**config.mk**
```make
export PLATFORM = sky130hd
export DESIGN_NAME = serial_magnitude_comparator
export DESIGN_NICKNAME = d
export VERILOG_FILES = /design/src/rtl/serial_cmp_pkg.sv /design/src/rtl/bit_le_ge.sv /design/src/rtl/serial_magnitude_comparator.sv
export SDC_FILE = /design/constraint.sdc
export NUM_CORES = 1
export LEC_CHECK = 0
export ABC_AREA = 1
export CELL_PAD_IN_SITES_DETAIL_PLACEMENT = 1
export CELL_PAD_IN_SITES_GLOBAL_PLACEMENT = 1
export CORE_UTILIZATION = 33
export CTS_CLUSTER_DIAMETER = 120
export DETAILED_ROUTE_END_ITERATION = 7
export PLACE_DENSITY_LB_ADDON = 0.08
export SLEW_MARGIN = 20
export SYNTH_ARGS = -nofsm -noshare
export SYNTH_HDL_FRONTEND = slang
export SYNTH_SLANG_ARGS = --single-unit
```
**constraint.sdc**
```tcl
create_clock -name clk -period 1.7 [get_ports clk]
set_input_delay 0.255 -clock clk [delete_from_list [all_inputs] [get_ports clk]]
set_output_delay 0.255 -clock clk [all_outputs]
set_load 0.005 [all_outputs]
```
**src/rtl/serial_cmp_pkg.sv**
```systemverilog
// rtl/serial_cmp_pkg.sv - shared state encodings and compare-cell result codes
package serial_cmp_pkg;

    typedef enum logic [1:0] {
        IDLE    = 2'd0,
        COMPARE = 2'd1,
        DONE    = 2'd2
    } state_t;

    // {le, ge} as produced by the 1-bit cell; 2'b00 is unreachable
    localparam logic [1:0] LT = 2'b10;
    localparam logic [1:0] GT = 2'b01;
    localparam logic [1:0] EQ = 2'b11;

    function automatic int cnt_width(input int w);
        return (w > 1) ? $clog2(w) : 1;
    endfunction

endpackage

```
**src/rtl/bit_le_ge.sv**
```systemverilog
// rtl/bit_le_ge.sv - 1-bit unsigned compare cell (le = a<=b, ge = a>=b)
module bit_le_ge (
    input  logic a_bit,
    input  logic b_bit,
    output logic le,
    output logic ge
);

    assign le = ~a_bit | b_bit;
    assign ge =  a_bit | ~b_bit;

endmodule

```
**src/rtl/serial_magnitude_comparator.sv**
```systemverilog
// rtl/serial_magnitude_comparator.sv - MSB-first bit-serial unsigned comparator with early exit
module serial_magnitude_comparator
    import serial_cmp_pkg::*;
#(
    parameter int WIDTH = 8
) (
    input  logic             clk,
    input  logic             reset,
    input  logic             start,
    input  logic [WIDTH-1:0] a,
    input  logic [WIDTH-1:0] b,
    output logic             busy,
    output logic             done,
    output logic             gt,
    output logic             lt,
    output logic             eq
);

    localparam int              CNT_W   = cnt_width(WIDTH);
    localparam logic [CNT_W-1:0] IDX_TOP = CNT_W'(WIDTH - 1);

    state_t            state;
    state_t            state_nxt;
    logic [WIDTH-1:0]  ra;
    logic [WIDTH-1:0]  rb;
    logic [CNT_W-1:0]  idx;
    logic              cell_le;
    logic              cell_ge;
    logic [1:0]        cell_code;
    logic              gt_q;
    logic              lt_q;
    logic              eq_q;
    logic              accept;
    logic              last_bit;

    bit_le_ge u_cell (
        .a_bit (ra[idx]),
        .b_bit (rb[idx]),
        .le    (cell_le),
        .ge    (cell_ge)
    );

    assign cell_code = {cell_le, cell_ge};
    assign accept    = (state == IDLE) && start;
    assign last_bit  = (idx == '0);

    always_ff @(posedge clk or posedge reset) begin
        if (reset) begin
            state <= IDLE;
        end else begin
            state <= state_nxt;
        end
    end

    always_comb begin
        state_nxt = state;
        case (state)
            IDLE: begin
                if (start) begin
                    state_nxt = COMPARE;
                end
            end
            COMPARE: begin
                case (cell_code)
                    LT, GT:  state_nxt = DONE;
                    EQ:      state_nxt = last_bit ? DONE : COMPARE;
                    default: state_nxt = COMPARE;
                endcase
            end
            DONE:    state_nxt = IDLE;
            default: state_nxt = IDLE;
        endcase
    end

    always_comb begin
        busy = (state == COMPARE);
        done = (state == DONE);
        gt   = gt_q;
        lt   = lt_q;
        eq   = eq_q;
    end

    // Operands are frozen from the accepted start until the next one; flags hold likewise
    always_ff @(posedge clk or posedge reset) begin
        if (reset) begin
            ra   <= '0;
            rb   <= '0;
            idx  <= '0;
            gt_q <= 1'b0;
            lt_q <= 1'b0;
            eq_q <= 1'b0;
        end else if (accept) begin
            ra   <= a;
            rb   <= b;
            idx  <= IDX_TOP;
            gt_q <= 1'b0;
            lt_q <= 1'b0;
            eq_q <= 1'b0;
        end else if (state == COMPARE) begin
            case (cell_code)
                LT: lt_q <= 1'b1;
                GT: gt_q <= 1'b1;
                EQ: begin
                    if (last_bit) begin
                        eq_q <= 1'b1;
                    end else begin
                        idx <= idx - 1'b1;
                    end
                end
                default: ;
            endcase
        end
    end

endmodule

```
### After elaboration in Yosys (flattened, before gate mapping)

Cells that the tools add are included.

| cells by class | value |
|---|---|
| $add $sub $neg | 1 |
| multiply operators | 0 |
| divide/modulo/power cells | 0 |
| $lt $le $gt $ge | 1 |
| equal/unequal tests | 7 |
| shift-type cells | 0 |
| muxes and demuxes | 22 |
| bitwise gates (word level) | 4 |
| reduce and logical (&&, ||, !) cells | 13 |

Operators by type and width:

| cell | count |
|---|---|
| $mux W1 | 12 |
| $mux W3 | 4 |
| $reduce_bool A2 Y1 | 5 |
| $pmux W2 S2 | 2 |
| $bmux W1 S3 | 2 |
| $eq A2 B2 Y1 const B | 3 |
| $reduce_and A3 Y1 | 2 |
| $eq A2 B1 Y1 const B | 2 |
| $lt A3 B4 Y1 const B | 1 |
| $mux W2 | 2 |
| $ne A2 B2 Y1 const B | 2 |
| $reduce_and A2 Y1 | 2 |
| $logic_not A3 Y1 | 1 |
| $sub A3 B1 Y3 const B | 1 |
| $logic_not A2 Y1 | 1 |
| $not A1 Y1 | 2 |
| $or A1 B1 Y1 | 2 |
| $reduce_or A2 Y1 | 1 |
| $logic_and A1 B1 Y1 | 1 |

| storage, ports and cells | value |
|---|---|
| register bits | 24 |
| bits in latches | 0 |
| bits in writable memories | 0 |
| memory bits (read-only) | 0 |
| input port bits | 19 |
| output and inout port bits | 5 |
| word-level logic and storage cells | 55 |
| memories | 0 |

### Depth between registers and ports, before layout

Gate-level depths: netlist (run 1).

| logic depth | value |
|---|---|
| depth after elaboration | 8 |
| gate-level depth with buffers | 12 |
| depth with buffers taken out | 11 |

### Cells and area by module

From an unflattened synthesis (run 1), not the netlist that was laid out.

| unflattened totals | value |
|---|---|
| cells, all modules | 166 |
| area total of the unflattened synthesis | 1,347.5 um^2 |

Modules (own cells, without submodules):

| module | times used | cells each | area an instance (um^2) | seq. area each (um^2) |
|---|---|---|---|---|
| serial_magnitude_comparator | 1 | 162 | 1,332.5 | 600.6 |
| bit_le_ge | 1 | 4 | 15.0 | 0.0 |

### Worst setup path after synthesis (run 1)

No wires, ideal clock.

| timing path | value |
|---|---|
| path kind | register to register |
| start point | register idx[0] |
| end point | register idx[1] |
| library setup time | 0.117 ns |
| data arrival time | 1.471 ns |
| required time | 1.583 ns |
| slack | 0.112 ns |
| cell stages (with the launch flop) | 13 |
| buffers on the path | 1 |
| clock period less this slack | 1.588 ns |
| path through | dfrtp_1 > buf_2 > inv_2 > nand2_1 > nand3_1 > nand2_1 > nand2_1 > nand2_1 > ha_1 > nand3_2 > nand2_2 > nand2_1 > nand2_1 |

| between the ends | value |
|---|---|
| longest elaborated chain between the ends | 7 |
| elaborated cells between the ends (all ways) | 18 |
| classes of those cells | add/sub: 1; eq/ne: 2; mux: 8; bitwise: 4; reduce/logical: 3 |

RTL lines:

| item | RTL line | text |
|---|---|---|
| from (decl) | serial_magnitude_comparator.sv:26 | `logic [CNT_W-1:0] idx;` |
| from (signal assigned) | serial_magnitude_comparator.sv:107 | `idx <= idx - 1'b1;` |
| $bmux W1 S3 (on tied branches) | serial_magnitude_comparator.sv:38, serial_magnitude_comparator.sv:37 |  |
| $mux W1 (on tied branches) | serial_magnitude_comparator.sv:38, serial_magnitude_comparator.sv:37 |  |
| $not A1 Y1 (on tied branches) | bit_le_ge.sv:10, bit_le_ge.sv:9 |  |
| $or A1 B1 Y1 (on tied branches) | bit_le_ge.sv:10, bit_le_ge.sv:9 |  |
| $eq A2 B2 Y1 | serial_magnitude_comparator.sv:100 | `case (cell_code)` |
| $reduce_bool A2 Y1 (no source line) | n/a |  |
| $reduce_and A3 Y1 (no source line) | n/a |  |

Parallel ways exist; a longest one is shown, timed or not. The select of a mux whose other input is x is not followed.
A chain may end at the register's enable or synchronous reset.

### Worst setup path after layout (run 1)

| timing path | value |
|---|---|
| start point | register idx[0] |
| end point | register idx[0] |

Same word-level chain as after synthesis.

==> impl_metrics.yaml, run 1 <==
floorplan:
  die_y_um: 63.2
  dieArea_um2: 3990
  io_pins: 24
  start_util_pct: 35.6
  rows: 21
  coreArea_um2: 3470
  fp.dieW_um: 63.2
status:
  status: "finished, final reports clean"
synth:
  ys_warn_count: 0
  ys_types: 18
  ys_top_cells_by_area: "dfrtp_1, nand2_1, o21ai_1"
  syn-num-nets: 182
  synth-seq-cells: 24
  postSynthAreaPerCell_um2: 7.77
  yosys.area.top_type: "dfrtp_1"
  synth_area_um2: 1240
  synth_cells: 159
  synth_top_cell_area_share_pct: 48.6
  yosysSeqAreaShare_pct: 48.6
cts:
  worstSkewPairLatency_ns: 0.26
  cts_tree: "done"
  numCtsBuffers: 3
  ctsHtreeMaxLevel: 1
  clk_pin_slew_worst_paths_ns: 0.08
  cts.path.max_buffers: 2
  cts_root_buffer: "clkbuf_8"
  cts.sinks: 24
  hold_buffers: 0
routing:
  drc: 0
  drt_iter0_drc: 26
  routed_via_density: 4.66
  num_vias: 1096
  wl_um: 2960
  wire_per_inst_um: 12.6
  antenna_left: 0
  dr.pass1.iters: 4
setup_path:
  slowest_delay_ns: 0.46
  crit_path_end: "idx[0]"
  worst-path-max-fanout: 4
  reg2reg_depth: 9
  cp_cell_sequence: "clkinvlp_4, nand2_1, nand3_1, nand3_2, nand2_2, ha_4, nand3_4, nand2_1, nand3_1"
  slowest_stage: "dfrtp_2"
  critPathKind: "flop to flop"
  r2r_slack_ns: 0.05
  critical_path_required_ns: 1.84
  crit_start: "idx[0]"
  worstSetupStartpointType: "flop"
  end_kind: "flop"
  reg2reg_from: "idx[0]"
  r2r_end: "idx[0]"
  cp_data_arrival_time_ns: 1.79
global_routing:
  grt_first_pass_wirelength_um: 5050
  grt.total_usage_pct: 16.0
  grt_overflow: 0
  grt_max_degree: 25
  antenna_found_initial: 0
  grt_pass1_vias: 1157
finish:
  nets: 214
  area_growth_syn_to_layout_pct: 34.5
  nFillCells: 446
  drive_gt1_share_pct: 15.9
  finalNonFillerCells: 235
  final_common_cell: "nand2_1"
  regArea_um2: 603
  diodes: 0
  final_cell_mix: "nand2_1, clkdlybuf4s50_1, inv_1, dfrtp_1, o21ai_1"
  final_core_util_pct: 47.9
  multi_input_area_um2: 548
place:
  dpl.hpwl_um: 2160
  pre_cts_ws_ns: 0.0495
  placed_cells: 229
  finalWeightedCongestion: 0.753
  portBuffers: 23
timing:
  fin_skew_ns: 0.00524
  slew_violations: 0
  setup_viol: 0
  fin_crit_sh_pct: 96.8
  worst_pin_slew_ns: 0.315
  finalHoldViolCount: 0
  max_freq_mhz: 608
  relSlewSlack_pct: 79.0
  period_minus_slack_ns: 1.65
  rsz0062_at_grt: "yes"
  setup_ws_ns: 0.0540
power_and_ir_drop:
  leakage_nw: 0.825
  peakVddDrop_uv: 986
  power_density_nw_per_um2: 1840
flow_run:
  maxCapViolCount: 0
hold_path:
  hold_class: "input pin to asynchronous set/reset pin"
==> logic make-up after synthesis <==
logic type	synth area share, %
and+or+nand+nor	27.6
AOI/OAI and AO/OA	8.10
adders and majority gates	4.05
xor gates and xnor gates	0.709
DFF	48.6
buffers and inverters	10.9
==> synth_stat cells (all sizes together) <==
master,number
nor2,4
a21oi,2
ha,4
inv,28
nand3b,1
dfrtp,24
nand3,17
nand2,54
nand4,1
o21ai,18
buf,5
xnor2,1
==> critical path, delay by kind of cell (launching register included) <==
family / cells / cell delay (ns)
fa+ha+maj: 1 / 0.29
buf+inv: 1 / 0.15
flops: 1 / 0.46
simple gates: 7 / 0.64
==> state kept, by name, indices dropped and copies added (netlist names) <==
register and flops:
rb 8, lt 1, eq 1, idx 3
gt 1, state 2, ra 8
==> metal layers <==
layer  vias up  share of wire, %  GRT usage, %
li1        551                 -             -
met1       523                47          19.6
met2        18                49          28.9
met3         4               3.2          2.54
met4         0               1.1          4.26
met5         -                 0             0
==> worst min-delay path by stage <==
stage,start,to,slack [ns]
final,reset,rb[7],0.35
after global routing,reset,rb[0],0.42
after CTS,reset,rb[7],0.36
after detailed placement,lt,lt,0.48
after global placement,lt,lt,0.47
after floorplan,reset,eq,0.27
==> what timing repair did <==
action | CTS | global route
setup endpoints to repair | 0 | 6
gates resized for setup | 0 | 13
buffers inserted | 0 | 2
==> final cells by class <==
type | count | area share [%]
clock buffers | 3 | 2.48
multi-input cells | 102 | 33.0
repair inverters | 1 | 0.451
repair buffers | 31 | 17.9
flip-flops and latches | 24 | 36.3
inverters | 28 | 6.47
well taps | 46 | 3.46
==> report_power, final <==
| part | switching (mW) | internal [mW] | total, mW | leakage (nW) |
|---|---|---|---|---|
| Combinational | 0.999 | 0.740 | 1.74 | 0.508 |
| Clock | 0.161 | 0.158 | 0.319 | 0.0216 |
| Sequential | 0.168 | 0.838 | 1.01 | 0.295 |
| Total | 1.33 | 1.74 | 3.06 | 0.825 |
==> through the flow <==
stage / setup TNS, ns / hold WS [ns] / cell area (um^2) / power, mW
floorplan: 0 / 0.270 / 1240 / 2.03
global placement: 0 / 0.472 / 1540 / 2.41
detailed placement: 0 / 0.478 / 1540 / 2.49
CTS: 0 / 0.357 / 1580 / 2.82
global route: -0.134 / 0.423 / 1660 / 3.38
finish: 0 / 0.349 / 1660 / 3.06
Note: power is estimated with default switching activity, not from simulation.
==> run 2, diff against run 1 <==
Settings changed: CTS_CLUSTER_SIZE from default to 24, REMOVE_ABC_BUFFERS from default to 1.
==> run 2 against run 1 <==
  * Critical path depth is 1 higher
  * Setup slack better by 0.0030 ns
  * Sequential power about the same
  * Die area stayed put
  * Global-route usage rose by 0.29 points
  * Combinational power about the same
  * Maximum frequency rose by 0.18%
  * Non-clock buffer count down 1
  * Sequential share of layout area down 0.38 points
  * Largest power group unchanged
==> impl_metrics.yaml, run 2 (synthesis gave the netlist of run 1 again) <==
timing:
  setup_ws_ns: 0.0570
  fin_skew_ns: 0.00343
  fin_crit_sh_pct: 96.6
  worst_pin_slew_ns: 0.311
  finalHoldViolCount: 0
  max_freq_mhz: 609
  relSlewSlack_pct: 79.3
  setup_viol: 0
  slew_violations: 0
  period_minus_slack_ns: 1.64
  worst_hold_slack_ns: 0.322
power_and_ir_drop:
  seqPwrFrac_pct: 30.5
  power_density_nw_per_um2: 1930
  p_sw_mw: 1.35
  pwr-share-clk_pct: 15.9
  internal_power_mw: 1.90
  switching_share_pct: 41.4
  comb_power_share_pct: 53.7
  peakVddDrop_uv: 779
  leakage_nw: 0.834
routing:
  drc: 0
  antenna_left: 0
  num_vias: 1085
  routed_via_density: 4.64
  wire_per_inst_um: 12.7
  wl_um: 2980
  drt_iter0_drc: 10
  dr.pass1.iters: 4
finish:
  largest_registers: "ra x8, rb x8, idx x3"
  nets: 212
  diodes: 0
  final_core_util_pct: 48.4
  design_area_um2: 1680
  finalNonFillerCells: 234
  final_cell_mix: "nand2_1, clkdlybuf4s50_1, inv_1, dfrtp_1, o21ai_1"
  nFillCells: 442
  regArea_um2: 603
  drive_gt1_share_pct: 16.5
  final_common_cell: "nand2_1"
  multi_input_area_um2: 551
  area_growth_syn_to_layout_pct: 35.9
floorplan:
  fp.dieW_um: 63.2
  rows: 21
  dieArea_um2: 3990
  coreArea_um2: 3470
  start_util_pct: 35.6
  io_pins: 24
  die_y_um: 63.2
global_routing:
  grt_first_pass_wirelength_um: 5060
  grt_overflow: 0
  grt_max_degree: 25
  antenna_found_initial: 0
  grt.total_usage_pct: 16.3
  grt_pass1_vias: 1089
cts:
  numCtsBuffers: 3
  worstSkewPairLatency_ns: 0.27
  cts.path.max_buffers: 2
  cts.sinks: 24
  clk_pin_slew_worst_paths_ns: 0.09
  cts_tree: "done"
  cts_root_buffer: "clkbuf_8"
  hold_buffers: 0
  ctsHtreeMaxLevel: 1
setup_path:
  critical_path_required_ns: 1.88
  cp_data_arrival_time_ns: 1.82
  critPathKind: "flop to flop"
  worstSetupStartpointType: "flop"
  end_kind: "flop"
  worst-path-max-fanout: 5
place:
  portBuffers: 23
  finalWeightedCongestion: 0.857
  dpl.hpwl_um: 2070
  placed_cells: 227
  place_area_um2: 1520
  pre_cts_ws_ns: 0.0259
flow_run:
  maxCapViolCount: 0
hold_path:
  hold_class: "input pin to asynchronous set/reset pin"
status:
  status: "finished, final reports clean"
## run 2: metal layers
layer / up-vias / wire [um] / GRT usage (%)
met4: 0 / 59 / 7.67
met1: 515 / 1420 / 22.0
li1: 549 / - / -
met5: - / 0 / 0
met3: 5 / 91 / 2.36
met2: 16 / 1400 / 25.5
## run 2: final timing paths
kind                            slack (ns)       end    from  depth (start not counted)
worst max-delay path                  0.06  state[0]  idx[0]                         10
worst min-delay path                  0.32     ra[4]   reset                          3
worst max register to register        0.06  state[0]  idx[0]                         10
worst min register to register        0.49        lt      lt                          2
max in group asynchronous             1.12    idx[0]   reset                          3
min in group clk                      0.49        lt      lt                          2
## run 2: power groups by stage
stage / logic, mW / registers [mW] / clock network (mW)
finish: 1.74 / 0.990 / 0.515
global route: 2.02 / 1.02 / 0.550
CTS: 1.50 / 0.974 / 0.532
detailed placement: 1.47 / 0.981 / 0
global placement: 1.43 / 0.970 / 0
floorplan: 1.02 / 0.960 / 0
## run 2: critical path, cell delays in order, from the launching register on
cell	delay [ns]
dfrtp_2	0.46
buf_6	0.15
nand2_1	0.08
nand3_1	0.10
nand2_1	0.09
nand2_1	0.06
nand2_2	0.10
ha_4	0.22
nand3_4	0.10
nand2_2	0.07
buf_4	0.13
## run 2: cell type report
class                           count  share of cell area, %
Clock buffer                        3                   2.46
Sequential cell                    24                   35.9
Multi-Input combinational cell    102                   32.8
Tap cell                           46                   3.43
Inverter                           28                   6.40
Timing Repair Buffer               30                   17.3
Clock inverter                      1                   1.79
## run 2: per-stage QoR
| step | power [mW] | setup TNS [ns] |
|---|---|---|
| after floorplan | 1.98 | 0 |
| after CTS | 3.00 | 0 |
| after detailed placement | 2.45 | 0 |
| final | 3.25 | 0 |
| after global placement | 2.40 | 0 |
| after global routing | 3.59 | -0.0454 |
## run 2: repair_timing
item,CTS,global route
pin swaps,0,4
endpoints found under the setup margin,1,5
gates cloned,0,1
buffers inserted,0,2
resized for setup,1,14
==> run 3, diff against run 2 <==
Settings changed: CORE_ASPECT_RATIO from default to 1.2, SETUP_SLACK_MARGIN from default to 0.1.
==> run 3 against run 2 <==
  * The flow now finishes with violations (design-rule violations)
  * Clock-buffer cell count unchanged
  * Routed wire length up 2.4%
  * Non-clock buffer count up 2
  * Sequential power up 0.9%
  * Register-to-register slack better by 0.06 ns
  * Critical path depth unchanged
  * Sequential cell count unchanged
  * Critical path type unchanged
  * Critical endpoint unchanged
  * Highest routed layer unchanged
==> impl_metrics.yaml, run 3 (synthesis gave the netlist of run 1 again) <==
routing:
  routed_via_density: 4.79
  num_vias: 1093
  drc: 4
  dr.pass1.iters: 5
  drt_iter0_drc: 26
  wire_per_inst_um: 13.4
  wl_um: 3050
  antenna_left: 0
power_and_ir_drop:
  leakage_nw: 0.880
  power_mw: 3.26
  peakVddDrop_uv: 753
  power_density_nw_per_um2: 1880
timing:
  slew_violations: 0
  fin_skew_ns: 0.00204
  period_minus_slack_ns: 1.58
  finalHoldViolCount: 0
  max_freq_mhz: 633
  setup_ws_ns: 0.119
  tns_ns: 0
  rsz0062_at_grt: "yes"
  setup_viol: 0
  fin_crit_sh_pct: 93.0
  worst_pin_slew_ns: 0.317
  relSlewSlack_pct: 78.9
setup_path:
  critical-path-top-delay-family: "simple AND/OR/NAND/NOR gates"
  critPathKind: "flop to flop"
  slowest_stage: "dfrtp_2"
  worstSetupStartpointType: "flop"
  slowest_delay_ns: 0.45
  critical_path_required_ns: 1.87
  cp_cell_sequence: "buf_6, nand2_1, nand3_2, nand2_1, nand2_1, nand2_2, ha_4, nand3_4, nand2_4, buf_4"
  cp_data_arrival_time_ns: 1.75
  crit_top_cell: "nand2_1"
  cp_num_buf_inv: 2
  end_kind: "flop"
  worst-path-max-fanout: 5
status:
  status: "finished with violations"
  failed_checks: "design-rule violations"
finish:
  area_growth_syn_to_layout_pct: 39.9
  design_area_um2: 1730
  final_common_cell: "nand2_1"
  nFillCells: 450
  drive_gt1_share_pct: 22.2
  nets: 214
  largest_registers: "ra x8, rb x8, idx x3"
  final_core_util_pct: 48.0
  diodes: 0
  final_cell_mix: "nand2_1, inv_1, dfrtp_1, clkdlybuf4s50_1, o21ai_1"
cts:
  cts.sinks: 24
  hold_buffers: 0
  numCtsBuffers: 3
  cts_root_buffer: "clkbuf_8"
  worstSkewPairLatency_ns: 0.26
  cts.path.max_buffers: 2
  ctsHtreeMaxLevel: 1
  cts_tree: "done"
  clk_pin_slew_worst_paths_ns: 0.08
place:
  pre_cts_ws_ns: 0.00968
  place_area_um2: 1530
  dpl.hpwl_um: 2120
  portBuffers: 23
  finalWeightedCongestion: 0.815
global_routing:
  grt_first_pass_wirelength_um: 4940
  antenna_found_initial: 0
  grt.total_usage_pct: 15.6
  grt_max_degree: 31
  grt_overflow: 0
  grt_pass1_vias: 1118
floorplan:
  dieArea_um2: 4000
  rows: 24
  fp.dieW_um: 57.9
  start_util_pct: 34.3
  coreArea_um2: 3600
  die_y_um: 69.0
  io_pins: 24
hold_path:
  hold_class: "input pin to asynchronous set/reset pin"
flow_run:
  maxCapViolCount: 0
-- run 3: changes by cell type in the layout (fill, tap and decap cells not counted), sizes merged --
cell	before	now
buf	7	9
bufinv	1	0
clkdlybuf4s50	23	21
dlymetal6s2s	0	2
-- run 3: path summary, 6_finish.rpt --
path | startpoint | end | slack [ns] | cells after the start
max in group asynchronous | reset | idx[0] | 1.11 | 3
hold reg to reg | lt | lt | 0.50 | 2
setup / recovery | idx[0] | state[0] | 0.12 | 10
setup reg to reg | idx[0] | state[0] | 0.12 | 10
min in group clk | lt | lt | 0.50 | 2
hold / removal | reset | rb[3] | 0.33 | 3
-- run 3: layout make-up --
class / instances / area [um^2] / share of cell area [%]
Sequential cell: 24 / 603 / 34.9
Multi-Input combinational cell: 102 / 603 / 34.9
Timing Repair Buffer: 32 / 323 / 18.7
Inverter: 28 / 110 / 6.37
Tap cell: 39 / 48.8 / 2.82
Clock buffer: 3 / 41.3 / 2.39
-- run 3: report_power, final --
group / switching, mW / internal (mW) / leakage, nW
logic: 1.09 / 0.835 / 0.563
registers: 0.162 / 0.837 / 0.295
clock network: 0.177 / 0.159 / 0.0216
total: 1.43 / 1.83 / 0.880
-- run 3: layer usage --
layer	routed length [um]	GRT usage, %	vias to the layer above
li1	-	-	550
met1	1320	19.8	518
met2	1560	27.1	19
met3	97	1.88	6
met4	70	4.76	0
met5	0	0	-
-- run 3: through the flow --
| stage | std cells | hold WS (ns) |
|---|---|---|
| detailed placement | 220 | 0.474 |
| global placement | 220 | 0.475 |
| finish | 228 | 0.326 |
| global route | 228 | 0.355 |
| CTS | 224 | 0.336 |
| floorplan | 154 | 0.270 |
-- run 3: what timing repair did --
item / CTS / global route
cloned: 0 / 1
pin swaps: 3 / 11
resized for setup: 4 / 26
setup buffers: 1 / 3
endpoints found under the setup margin: 4 / 7
-- run 3: worst register-to-register path, delay by kind of cell, from the launching register on --
family        cells  cell delay, ns
buf+inv           2            0.28
flops             1            0.45
fa+ha+maj         1            0.22
simple gates      7            0.54
